--- config.mk ---
export PLATFORM = sky130hd
export DESIGN_NAME = fetch_ctrl_flat
export DESIGN_NICKNAME = d
export VERILOG_FILES = /design/src/rtl/fetch_ctrl_if.sv /design/src/rtl/fetch_ctrl.sv /design/src/flat_wrapper.sv
export SDC_FILE = /design/constraint.sdc
export NUM_CORES = 1
export LEC_CHECK = 0
export BUFFER_PORTS_ARGS = -buffer_cell sky130_fd_sc_hd__buf_2
export CAP_MARGIN = 30
export CORE_MARGIN = 4
export CORE_UTILIZATION = 45
export CTS_BUF_LIST = sky130_fd_sc_hd__clkbuf_2 sky130_fd_sc_hd__clkbuf_4 sky130_fd_sc_hd__clkbuf_8
export CTS_CLUSTER_SIZE = 40
export DETAILED_ROUTE_END_ITERATION = 8
export MAX_ROUTING_LAYER = met4
export PLACE_DENSITY = 0.72
export SKIP_LAST_GASP = 1
export SLEW_MARGIN = 20
export SYNTH_ARGS = -nofsm -noshare
export SYNTH_HDL_FRONTEND = slang
export SYNTH_SLANG_ARGS = --single-unit
--- constraint.sdc ---
create_clock -name clk -period 4.9 [get_ports clk]
set_clock_uncertainty 0.1 [all_clocks]
set_input_delay 0.245 -clock clk [delete_from_list [all_inputs] [get_ports clk]]
set_output_delay 0.245 -clock clk [all_outputs]
set_load 0.01 [all_outputs]
--- src/rtl/fetch_ctrl_if.sv ---
// Fetch-side bus between the fetch sequencer, instruction memory and decode.
// The master modport is the sequencer's view.
interface fetch_ctrl_if #(parameter int WIDTH = 16);
  logic [WIDTH-1:0] pc_out;
  logic [WIDTH-1:0] instr_in;
  logic [WIDTH-1:0] instr_out;
  logic             instr_valid;
  logic [WIDTH-1:0] fetch_pc;
  logic             stall;
  logic             branch_taken;
  logic [WIDTH-1:0] branch_target;
  logic             irq;
  logic             irq_en;
  logic             rti;
  logic             irq_ack;
  logic             in_isr;

  modport master (
    output pc_out, instr_out, instr_valid, fetch_pc, irq_ack, in_isr,
    input  instr_in, stall, branch_taken, branch_target, irq, irq_en, rti
  );

  modport slave (
    input  pc_out, instr_out, instr_valid, fetch_pc, irq_ack, in_isr,
    output instr_in, stall, branch_taken, branch_target, irq, irq_en, rti
  );
endinterface

--- src/rtl/fetch_ctrl.sv ---
// Instruction-fetch sequencer: owns the PC, replays on stall, redirects on
// branch / interrupt entry / return-from-interrupt with zero bubbles.
module fetch_ctrl #(
  parameter int               WIDTH      = 16,
  parameter logic [WIDTH-1:0] RESET_PC   = 16'h0001,
  parameter logic [WIDTH-1:0] IRQ_VECTOR = 16'h0000,
  parameter logic [WIDTH-1:0] NOP_WORD   = 16'h0000
) (
  input  logic         clk,
  input  logic         rst,
  fetch_ctrl_if.master bus
);

  typedef enum logic [1:0] {S_BOOT, S_RUN, S_ISR} state_t;

  state_t           r_state, w_state_nxt;
  logic [WIDTH-1:0] r_pc, r_fetch_pc, r_epc;
  logic             r_instr_valid, r_irq_ack;

  logic             w_rti_eff, w_irq_take;
  logic [WIDTH-1:0] w_pc_out;

  assign w_rti_eff  = bus.rti & (r_state == S_ISR);
  assign w_irq_take = bus.irq & bus.irq_en & (r_state == S_RUN) & r_instr_valid &
                      ~bus.stall & ~bus.branch_taken & ~w_rti_eff;

  always_comb begin
    w_pc_out = r_pc;
    if (rst)                                 w_pc_out = RESET_PC;
    else if (bus.branch_taken)               w_pc_out = bus.branch_target;
    else if (w_rti_eff)                      w_pc_out = r_epc;
    else if (w_irq_take)                     w_pc_out = IRQ_VECTOR;
    else if (bus.stall && r_instr_valid)     w_pc_out = r_fetch_pc;
  end

  // A branch coinciding with rti wins, so the ISR is not left.
  always_comb begin
    w_state_nxt = r_state;
    case (r_state)
      S_BOOT:  w_state_nxt = S_RUN;
      S_RUN:   if (w_irq_take) w_state_nxt = S_ISR;
      S_ISR:   if (w_rti_eff && !bus.branch_taken) w_state_nxt = S_RUN;
      default: w_state_nxt = S_BOOT;
    endcase
  end

  always_ff @(posedge clk) begin
    if (rst) begin
      r_state       <= S_BOOT;
      r_pc          <= RESET_PC;
      r_fetch_pc    <= '0;
      r_instr_valid <= 1'b0;
      r_epc         <= '0;
      r_irq_ack     <= 1'b0;
    end else begin
      r_state       <= w_state_nxt;
      r_fetch_pc    <= w_pc_out;
      r_pc          <= w_pc_out + WIDTH'(1);
      r_instr_valid <= 1'b1;
      r_irq_ack     <= w_irq_take;
      if (w_irq_take) r_epc <= r_pc;
    end
  end

  assign bus.pc_out      = w_pc_out;
  assign bus.fetch_pc    = r_fetch_pc;
  assign bus.instr_valid = r_instr_valid;
  assign bus.instr_out   = r_instr_valid ? bus.instr_in : NOP_WORD;
  assign bus.irq_ack     = r_irq_ack;
  assign bus.in_isr      = (r_state == S_ISR);

endmodule

--- src/flat_wrapper.sv ---
// flat-port wrapper written by rule: the top's interface ports become plain ports
module fetch_ctrl_flat 
#(
  parameter int               WIDTH      = 16,
  parameter logic [WIDTH-1:0] RESET_PC   = 16'h0001,
  parameter logic [WIDTH-1:0] IRQ_VECTOR = 16'h0000,
  parameter logic [WIDTH-1:0] NOP_WORD   = 16'h0000
)
  (clk, rst, bus_pc_out, bus_instr_out, bus_instr_valid, bus_fetch_pc, bus_irq_ack, bus_in_isr, bus_instr_in, bus_stall, bus_branch_taken, bus_branch_target, bus_irq, bus_irq_en, bus_rti);
  fetch_ctrl_if #(.WIDTH(WIDTH)) bus_i ();
  input  logic clk;
  input  logic rst;
  output wire logic [$bits(bus_i.pc_out)-1:0] bus_pc_out;
  output wire logic [$bits(bus_i.instr_out)-1:0] bus_instr_out;
  output wire logic [$bits(bus_i.instr_valid)-1:0] bus_instr_valid;
  output wire logic [$bits(bus_i.fetch_pc)-1:0] bus_fetch_pc;
  output wire logic [$bits(bus_i.irq_ack)-1:0] bus_irq_ack;
  output wire logic [$bits(bus_i.in_isr)-1:0] bus_in_isr;
  input wire logic [$bits(bus_i.instr_in)-1:0] bus_instr_in;
  input wire logic [$bits(bus_i.stall)-1:0] bus_stall;
  input wire logic [$bits(bus_i.branch_taken)-1:0] bus_branch_taken;
  input wire logic [$bits(bus_i.branch_target)-1:0] bus_branch_target;
  input wire logic [$bits(bus_i.irq)-1:0] bus_irq;
  input wire logic [$bits(bus_i.irq_en)-1:0] bus_irq_en;
  input wire logic [$bits(bus_i.rti)-1:0] bus_rti;
  assign bus_pc_out = bus_i.pc_out;
  assign bus_instr_out = bus_i.instr_out;
  assign bus_instr_valid = bus_i.instr_valid;
  assign bus_fetch_pc = bus_i.fetch_pc;
  assign bus_irq_ack = bus_i.irq_ack;
  assign bus_in_isr = bus_i.in_isr;
  assign bus_i.instr_in = bus_instr_in;
  assign bus_i.stall = bus_stall;
  assign bus_i.branch_taken = bus_branch_taken;
  assign bus_i.branch_target = bus_branch_target;
  assign bus_i.irq = bus_irq;
  assign bus_i.irq_en = bus_irq_en;
  assign bus_i.rti = bus_rti;
  fetch_ctrl #(.WIDTH(WIDTH), .RESET_PC(RESET_PC), .IRQ_VECTOR(IRQ_VECTOR), .NOP_WORD(NOP_WORD)) u_core (.clk(clk), .rst(rst), .bus(bus_i));
endmodule
==> impl_metrics.tcl <==
set metrics [dict create \
    synth-compound-area-share 0.198 \
    critPathBufInv 1 \
    post_cts_buffers 0 \
    synth_fa_ha_area_frac 0.00433 \
    ys.flop_type "dfxtp_1" \
    io_pins 90 \
    viasPerCell 5.65 \
    critical-path-max-stage-delay_ns 0.67 \
    routedWlPerCell_um 16.8 \
    drt_pass1_iterations 4 \
    ys_warn_count 0 \
    synth_edf_count 0 \
    ys_ff_latch 52 \
    vias 2627 \
    drtIter0Drc 213 \
    dp_cells 457 \
    antenna_cells 0 \
    maxSlewViolCount 0 \
    hold_buffers 0 \
    design.core.area_um2 6060 \
    synthArstFlopShare 0 \
    fin_crit_sh 0.642 \
    leakage_nw 1.49 \
    synthDistinctLibCells 64 \
    io_buffer_count 89 \
    die_area_um2 7760 \
    chipHeight_um 88.1 \
    tightestPinTransition_ns 0.812 \
    mostFrequentLayoutCells "89 x buf_2, 52 x dfxtp_1, 33 x and2_1" \
    drive_above_1_share 0.315 \
    setup_viol 0 \
    worstSetupStartpoint "u_core.r_state[1]" \
    required_ns 5.00 \
    cts_max_level 2 \
    cp_top_family "simple AND/OR/NAND/NOR gates" \
    syn_area_um2 2890 \
    postRouteAntennaNets 0 \
    maxCapViolations 0 \
    gp_congestion 0.887 \
    die_w_um 88.1 \
    insertion_delay_ns 0.31 \
    synth-seq-area-share 0.360 \
    slew_headroom 0.459 \
    start_util 0.476 \
    track_usage 0.210 \
    synthMuxAreaShare 0.0953 \
    final_cells 465 \
    hold_violations 0 \
    grt_pass1_vias 2519 \
    p_total_mw 0.957 \
    yosysTopAreaCellShare 0.360 \
    finalSetupTns_ns 0 \
    synthXorXnorAreaFrac 0.0212 \
    syn2layout_area_growth_pct 19.1 \
    cts_root_buf "clkbuf_8" \
    endpoint_kind "flip-flop" \
    worstPathArrival_ns 3.25 \
    cts_buffer_depth 2 \
    finalCriticalPeriod_ns 3.14 \
    r2r_end "u_core.r_pc[12]" \
    worstHoldPathType "primary input to flip-flop" \
    finalWorstSetupSlack_ns 1.76 \
    antenna_found_initial 0 \
    status "completed" \
    mostFrequentLayoutCell "buf_2" \
    max_freq_mhz 318 \
    worstHoldStart "bus_branch_target[13]" \
    ys_top_cells_by_area "dfxtp_1 36%, mux2i_1 8.0%, and2_1 7.1%" \
    crit_path_top_delay_cell "and3b_1" \
    synth_nets 354 \
    postPlaceCellArea_um2 3310 \
    grt_max_degree 46 \
    path_cells "and3b_1 > a21oi_1 > o31ai_2 > and2_1 > ha_1 > inv_1 > a2111oi_4 > nand4_4 > nor3_1 > mux2_1" \
    cts.sinks 52 \
    synth_top_family_by_area "simple AND/OR/NAND/NOR gates" \
    cts.clk_slew.worst_paths_ns 0.09 \
    dp_worst_setup_slack_ns 1.51 \
    cts.repair.resized 0 \
    netlist.top_cell.by_area "dfxtp_1" \
    timing.rr.start "u_core.r_state[1]" \
    grt_pass1_wl_mm 12.4 \
    fin_nets 429 \
    avgSynthCellArea_um2 9.20 \
    stdcell_area_um2 3440 \
    cts-buffers-inserted 5 \
    dp_hpwl_mm 5.55 \
    critical_path_class "flip-flop to flip-flop" \
    synthSimpleGateAreaFrac 0.268 \
    rsz0062_at_grt "no" \
    cellPowerDensity_nw_per_um2 278 \
    cts_tree "yes" \
    whs_endpoint "u_core.bus.fetch_pc[13]" \
    drc 0 \
    crit_fanout 16 \
    grt.overflow.total 0 \
    r2r_cells 10 \
    drt-total-wl_mm 7.82 \
    start_kind "flip-flop" \
    rows 28 \
    ir_worst_vdd_mv 0.180 \
    synthCells 314 \
    rrSetupSlack_ns 1.76 \
    hold_depth 3 \
]
-- power by group --
group / switching, mW / total [mW] / internal, mW
Clock: 0.148 / 0.329 / 0.180
Combinational: 0.107 / 0.176 / 0.0692
Sequential: 0.0104 / 0.453 / 0.442
Total: 0.265 / 0.957 / 0.692
-- worst register-to-register path: stages (launching register included) --
cell and delay (ns):
dfxtp_1 0.44, and3b_1 0.67, a21oi_1 0.18, o31ai_2 0.14, and2_1 0.20, ha_1 0.18, inv_1 0.07, a2111oi_4 0.27
nand4_4 0.19, nor3_1 0.26, mux2_1 0.34
-- area by class of cell --
cell class,count,area [um^2]
multi-input combinational,235,1700
timing repair buffer,91,460
sequential,52,1040
clock buffer,7,96.3
inverter,4,15.0
fill,564,2620
tap,75,93.8
clock inverter,1,30.0
-- kinds of logic (layout without fill, tap and decap cells) --
family                     after synthesis  in the layout
muxes                                   27             27
DFF                                     52             52
buffers and inverters                   27            103
AOI/OAI and AO/OA                       72             72
adders and majority gates                1              1
and+or+nand+nor                        128            128
xor gates and xnor gates                 7              7
-- how the worst max path moves through the flow --
stage / to / slack, ns / cells after the start
after detailed placement: u_core.r_pc[12] / 1.51 / 10
after global routing: u_core.r_pc[14] / 1.54 / 10
after CTS: u_core.r_pc[12] / 1.76 / 10
final: u_core.r_pc[12] / 1.76 / 10
after floorplan: u_core.r_pc[14] / 2.11 / 11
after global placement: u_core.r_pc[14] / 1.65 / 10
-- per-layer routing --
layer | wire [um] | part of all wire | GRT usage | up-vias
met3 | 706 | 0.090 | 0.0376 | 6
li1 | - | - | - | 1274
met5 | 0 | 0 | - | -
met4 | 56 | 0.0072 | 0.0481 | 0
met2 | 3570 | 0.46 | 0.336 | 119
met1 | 3490 | 0.45 | 0.278 | 1228
-- metrics by stage --
stage	utilization	hold WS (ns)
2_1_floorplan	-	0.319
3_3_place_gp	0.546	0.370
3_5_place_dp	0.546	0.389
4_1_cts	0.567	0.145
5_1_grt	0.567	0.153
6_report	0.567	0.155
-- synthesized netlist by cell type, types with 2 or more instances --
| master | count |
|---|---|
| mux2i_1 | 23 |
| nor2_1 | 30 |
| and2_1 | 33 |
| mux2_1 | 3 |
| nor3_1 | 9 |
| o221ai_1 | 4 |
| nand2b_1 | 4 |
| o21ai_0 | 10 |
| or3_1 | 3 |
| nand4_4 | 2 |
| inv_1 | 4 |
| o211ai_1 | 3 |
| a211oi_1 | 3 |
| a21oi_1 | 6 |
| o21ai_2 | 2 |
| buf_2 | 8 |
| o22ai_1 | 8 |
| nand3_1 | 2 |
| a21boi_0 | 6 |
| dfxtp_1 | 52 |
| xnor2_1 | 2 |
| o21a_1 | 2 |
| o21ai_1 | 3 |
| xor2_1 | 5 |
| nand4_1 | 5 |
| nand2_1 | 15 |
| nor4_2 | 2 |
| and3_1 | 9 |
| a31oi_1 | 6 |
| o22ai_2 | 2 |
| buf_4 | 2 |
| nor2_4 | 2 |
| clkbuf_1 | 7 |
| o31ai_2 | 2 |
| a21boi_1 | 3 |
| buf_6 | 4 |
-- registers in the layout, summed over array words and instances, names as in the netlist --
name and flops:
u_core.r_pc 16, u_core.bus.instr_valid 1, u_core.bus.irq_ack 1, u_core.r_state 2
u_core.bus.fetch_pc 16, u_core.r_epc 16
No activity file was read; power rests on OpenSTA's default activity.
